$ cat src/rtl/instruction_fetch_controller.sv
// rtl/instruction_fetch_controller.sv - fetch PC sequencer with prefetch queue and redirect flush
// Feeds decode a {instruction, PC, PC+4} stream from a combinational-read instruction memory.
module instruction_fetch_controller #(
  parameter logic [31:0] RESET_PC    = 32'h0000_0000,
  parameter int          QUEUE_DEPTH = 4
) (
  input  logic        Clk,
  input  logic        Reset,
  input  logic        FetchEnable,
  output logic [31:0] IMemAddress,
  input  logic [31:0] IMemInstruction,
  input  logic        Redirect,
  input  logic [31:0] RedirectTarget,
  output logic        OutValid,
  input  logic        OutReady,
  output logic [31:0] OutInstruction,
  output logic [31:0] OutPC,
  output logic [31:0] OutPCPlus4,
  output logic [31:0] DeliveredCount
);

  localparam int PTR_W = $clog2(QUEUE_DEPTH);
  localparam int CNT_W = PTR_W + 1;
  localparam logic [CNT_W-1:0] DEPTH_C = CNT_W'(QUEUE_DEPTH);

  logic [31:0]      fetch_pc_q, fetch_pc_d;
  logic [PTR_W-1:0] rd_ptr_q, rd_ptr_d;
  logic [PTR_W-1:0] wr_ptr_q, wr_ptr_d;
  logic [CNT_W-1:0] count_q, count_d;
  logic [31:0]      delivered_q, delivered_d;
  logic [31:0]      instr_q [QUEUE_DEPTH];
  logic [31:0]      instr_d [QUEUE_DEPTH];
  logic [31:0]      pc_q    [QUEUE_DEPTH];
  logic [31:0]      pc_d    [QUEUE_DEPTH];
  logic             push;
  logic             pop;

  always_comb begin
    pop  = (count_q != '0) & OutReady & ~Redirect;
    // A full queue still accepts a word when the head leaves in the same cycle.
    push = FetchEnable & ~Redirect & ((count_q < DEPTH_C) | pop);

    fetch_pc_d  = fetch_pc_q;
    rd_ptr_d    = rd_ptr_q;
    wr_ptr_d    = wr_ptr_q;
    delivered_d = delivered_q;
    instr_d     = instr_q;
    pc_d        = pc_q;
    count_d     = count_q + CNT_W'(push) - CNT_W'(pop);

    if (push) begin
      instr_d[wr_ptr_q] = IMemInstruction;
      pc_d[wr_ptr_q]    = fetch_pc_q;
      wr_ptr_d          = wr_ptr_q + PTR_W'(1);
      fetch_pc_d        = fetch_pc_q + 32'd4;
    end
    if (pop) begin
      rd_ptr_d    = rd_ptr_q + PTR_W'(1);
      delivered_d = delivered_q + 32'd1;
    end

    if (Redirect) begin
      count_d    = '0;
      rd_ptr_d   = '0;
      wr_ptr_d   = '0;
      fetch_pc_d = RedirectTarget & 32'hFFFF_FFFC;
    end
  end

  always_ff @(posedge Clk) begin
    if (Reset) begin
      fetch_pc_q  <= RESET_PC & 32'hFFFF_FFFC;
      rd_ptr_q    <= '0;
      wr_ptr_q    <= '0;
      count_q     <= '0;
      delivered_q <= '0;
    end else begin
      fetch_pc_q  <= fetch_pc_d;
      rd_ptr_q    <= rd_ptr_d;
      wr_ptr_q    <= wr_ptr_d;
      count_q     <= count_d;
      delivered_q <= delivered_d;
    end
  end

  // Queue storage carries no reset; entries are only observed while counted valid.
  always_ff @(posedge Clk) begin
    instr_q <= instr_d;
    pc_q    <= pc_d;
  end

  assign IMemAddress    = fetch_pc_q;
  assign OutValid       = (count_q != '0);
  assign OutInstruction = instr_q[rd_ptr_q];
  assign OutPC          = pc_q[rd_ptr_q];
  assign OutPCPlus4     = pc_q[rd_ptr_q] + 32'd4;
  assign DeliveredCount = delivered_q;

endmodule

$ cat config.mk
export PLATFORM = sky130hd
export DESIGN_NAME = instruction_fetch_controller
export DESIGN_NICKNAME = d
export VERILOG_FILES = /design/src/rtl/instruction_fetch_controller.sv
export SDC_FILE = /design/constraint.sdc
export NUM_CORES = 1
export LEC_CHECK = 0
export BUFFER_PORTS_ARGS = -buffer_cell sky130_fd_sc_hd__buf_2
export CAP_MARGIN = 10
export CORE_MARGIN = 3
export CORE_UTILIZATION = 35
export DETAILED_ROUTE_END_ITERATION = 12
export SYNTH_ARGS = -nofsm -noshare
export SYNTH_HDL_FRONTEND = slang
export SYNTH_SLANG_ARGS = --single-unit
$ cat constraint.sdc
create_clock -name Clk -period 4.3 [get_ports Clk]
set_clock_uncertainty 0.2 [all_clocks]
set_input_delay 0.43 -clock Clk [delete_from_list [all_inputs] [get_ports Clk]]
set_output_delay 0.43 -clock Clk [all_outputs]
set_load 0.005 [all_outputs]
==> impl_metrics.yaml <==
status:
  status: "finished, final reports clean"
sta:
  hold_violations: 0
  fin_crit_sh: 0.906
  relSlewSlack: 0.327
  fin_crit_ns: 3.89
  clock.fmax_mhz: 257
  tightest_slew_ns: 1.01
  setup_tns_ns: 0
  rsz0062_at_grt: "no"
  setup_violations: 0
  report.final.slew_viol_count: 0
  worst_slack_ns: 0.406
synthesis:
  synth_top_family_by_area: "multiplexers"
  ys_seq_elements: 317
  synthSimpleGateAreaFrac: 0.0994
  yosys.area_share.adder: 0.0101
  synth_cells: 847
  async_reset_ff_frac: 0
  synth_top_flop_cell: "edfxtp_1"
  ys_warn_count: 0
  synth.avg_cell_area_sq_um: 15.5
  ys_types: 50
  synth_edf_count: 248
  seq_area_frac_synth: 0.674
  synth_compound_area_frac: 0.0283
  synthMuxAreaShare: 0.111
  synthXorXnorAreaFrac: 0.0515
  syn_area_sq_mm: 0.0131
place:
  dp_hpwl_mm: 20.8
  routabilityCongestion: 0.780
  dp_slack_ns: 0.682
  port_buffers: 221
worst_setup_path:
  arrival_ns: 3.26
  crit_buf_inv: 2
  cp.required_ns: 3.67
  crit_path_start: "rd_ptr_q[0]$_SDFFE_PP0P_"
  cp-start-kind: "flip-flop"
  crit_path_cell_trace: "buf_4 > mux4_2 > nand4_1 > or4_4 > nor4_2 > xor2_1 > buf_2"
  cp-end-kind: "primary output"
  crit_fanout: 18
  criticalPathCategory: "reg2out"
  cp_slowest_stage_delay_ns: 0.56
  cp_top_family: "simple AND/OR/NAND/NOR gates"
  critPathSlowestCell: "dfxtp_4"
  rr_startpoint: "IMemAddress[6]$_SDFFE_PP0P_"
hold_path:
  hp-class: "in2reg"
  hold_path.startpoint: "RedirectTarget[26]"
layout:
  area_delta_synth_final_pct: 25.2
  mostFrequentLayoutCell: "edfxtp_1"
  multi_input_area_sq_mm: 0.00397
  finalNetCount: 1210
  n_fill_cell: 3339
  seqCellArea_sq_mm: 0.00884
  final_layout_size_suffix_gt1_frac: 0.310
  fin_util: 0.446
  layout_common_cells: "edfxtp_1, buf_2, dfxtp_1, nor2_1, mux4_2"
routing:
  firstDrtPassIters: 5
  dr_wl_met3_mm: 2.52
  wl_met2_mm: 14.6
  routedWlPerCell_um: 19.5
  wl_met1_mm: 14.0
  dr.max_layer_used: "met5"
  finalWirelength_mm: 31.8
  ant_nets: 0
  detailedRoute.firstIterationViolations: 358
  drc: 0
  num_vias: 8084
  vias_per_cell: 4.97
floorplan:
  num_rows: 70
  pin_count: 230
  die_area_sq_mm: 0.0398
  die_h_um: 199
  core-area_sq_mm: 0.0368
  initial_core_util: 0.356
  dieWidth_um: 199
grt:
  grt_pass1_vias: 8206
  grt_pass1_wl_mm: 47.8
  antenna_found_initial: 3
  grt.total_usage: 0.155
  grt-ovfl-total: 0
  grt_max_degree: 63
cts:
  clock_path_buffers: 3
  cts_htree_levels: 2
  cts_tree: "yes"
  clock_sinks: 317
  clkTransAtPathRegs_ns: 0.06
  cts-root-buf: "clkbuf_16"
  clock_latency_ns: 0.51
  cts_buffers: 36
flow_run:
  cap_violations: 0
power:
  seqPwrFrac: 0.509
  combPwrFrac: 0.054
  power_density_mw_per_mm2: 411
  p_leak_nw: 5.69
  p_int_w: 0.00532
  ir_worst_vdd_mv: 0.225
  switching_power_w: 0.00143
  swShare: 0.212
  clock_power_share: 0.437
[sequential cells by signal, summed over array words and instances (netlist names)]
name / cells
instr_q: 128
rd_ptr_q: 2
wr_ptr_q: 2
IMemAddress: 30
count_q: 3
pc_q: 120
DeliveredCount: 32
[path summary, 6_finish.rpt]
check                               endpoint  slack [ns]  cells past startpoint
min reg2reg  DeliveredCount[29]$_SDFFE_PP0P_        0.28                      2
max                           OutPCPlus4[31]        0.41                      7
min             IMemAddress[26]$_SDFFE_PP0P_        0.02                      3
max reg2reg     IMemAddress[31]$_SDFFE_PP0P_        1.16                      5
[stage by stage]
stage	cell area, sq um	hold WS [ns]	cells	total power [W]
finish	16400	0.0184	1627	0.00675
global placement	14700	0.269	1505	0.00382
global route	16400	0.0235	1626	0.00701
detailed placement	14700	0.276	1505	0.00383
floorplan	13100	0.268	852	0.00365
CTS	16400	0.000161	1624	0.00684
[synth_stat cells, types with 2 or more instances]
master / count / area share
a311oi_1: 9 / 0.0060
ha_1: 9 / 0.0086
or2_2: 3 / 0.0014
o31ai_1: 3 / 0.0017
nand4_1: 16 / 0.0076
buf_6: 2 / 0.0017
nor2b_1: 2 / 0.00095
inv_1: 27 / 0.0077
xor2_1: 21 / 0.014
mux2i_1: 4 / 0.0031
nor2_1: 67 / 0.019
and2_1: 12 / 0.0057
nand3_1: 27 / 0.010
nor3_1: 15 / 0.0057
or4_1: 4 / 0.0023
buf_2: 7 / 0.0027
o21ai_0: 9 / 0.0034
nor4_1: 24 / 0.011
xnor2_1: 56 / 0.037
and4_1: 8 / 0.0053
dfxtp_1: 69 / 0.11
a211oi_1: 18 / 0.010
nand2b_1: 2 / 0.00095
buf_4: 8 / 0.0046
nor4_2: 2 / 0.0019
clkbuf_1: 30 / 0.0086
nand2_1: 34 / 0.0097
mux4_1: 2 / 0.0040
and3_1: 7 / 0.0033
or3_1: 13 / 0.0062
edfxtp_1: 248 / 0.57
mux4_2: 60 / 0.10
a21oi_1: 10 / 0.0038
nor4b_1: 3 / 0.0020
[cell families after synthesis]
| logic type | after synthesis |
|---|---|
| flip-flops | 317 |
| AND/OR/NAND/NOR | 246 |
| XOR/XNOR | 77 |
| buffers and inverters | 75 |
| multiplexers | 67 |
| AO/OA/AOI/OAI | 54 |
| adder cells (fa/ha/maj) | 10 |
| other | 1 |
[power groups by stage]
stage          sequential (W)  clock, W  combinational [W]
4_1_cts               0.00344   0.00303           0.000370
3_3_place_gp          0.00350         0           0.000324
2_1_floorplan         0.00348         0           0.000168
6_report              0.00344   0.00295           0.000364
5_1_grt               0.00344   0.00316           0.000403
3_5_place_dp          0.00350         0           0.000328
[final cells by class]
cell class,instances,share of cell area
antenna,2,0.000305
clock buffer,48,0.0589
clock inverter,16,0.0104
inverter,27,0.00618
multi-input combinational,460,0.242
sequential,317,0.538
tap,468,0.0357
timing repair buffer,289,0.108
[worst min-delay path, stage by stage]
cell	delay [ns]
buf_2	0.10
nor2_1	0.08
a211oi_1	0.05
[what timing repair did]
item | in CTS | in global routing
resized for setup | 0 | 0
hold endpoints to repair | 151 | 0
setup buffers | 0 | 1
endpoints found under the setup margin | 0 | 3
hold buffers | 55 | 0
[per-layer routing]
metal / track usage / vias up
li1: - / 3818
met3: 0.0432 / 45
met4: 0.0393 / 2
met2: 0.248 / 253
met1: 0.211 / 3966
met5: 0 / -
Note: power is estimated with default switching activity, not from simulation.
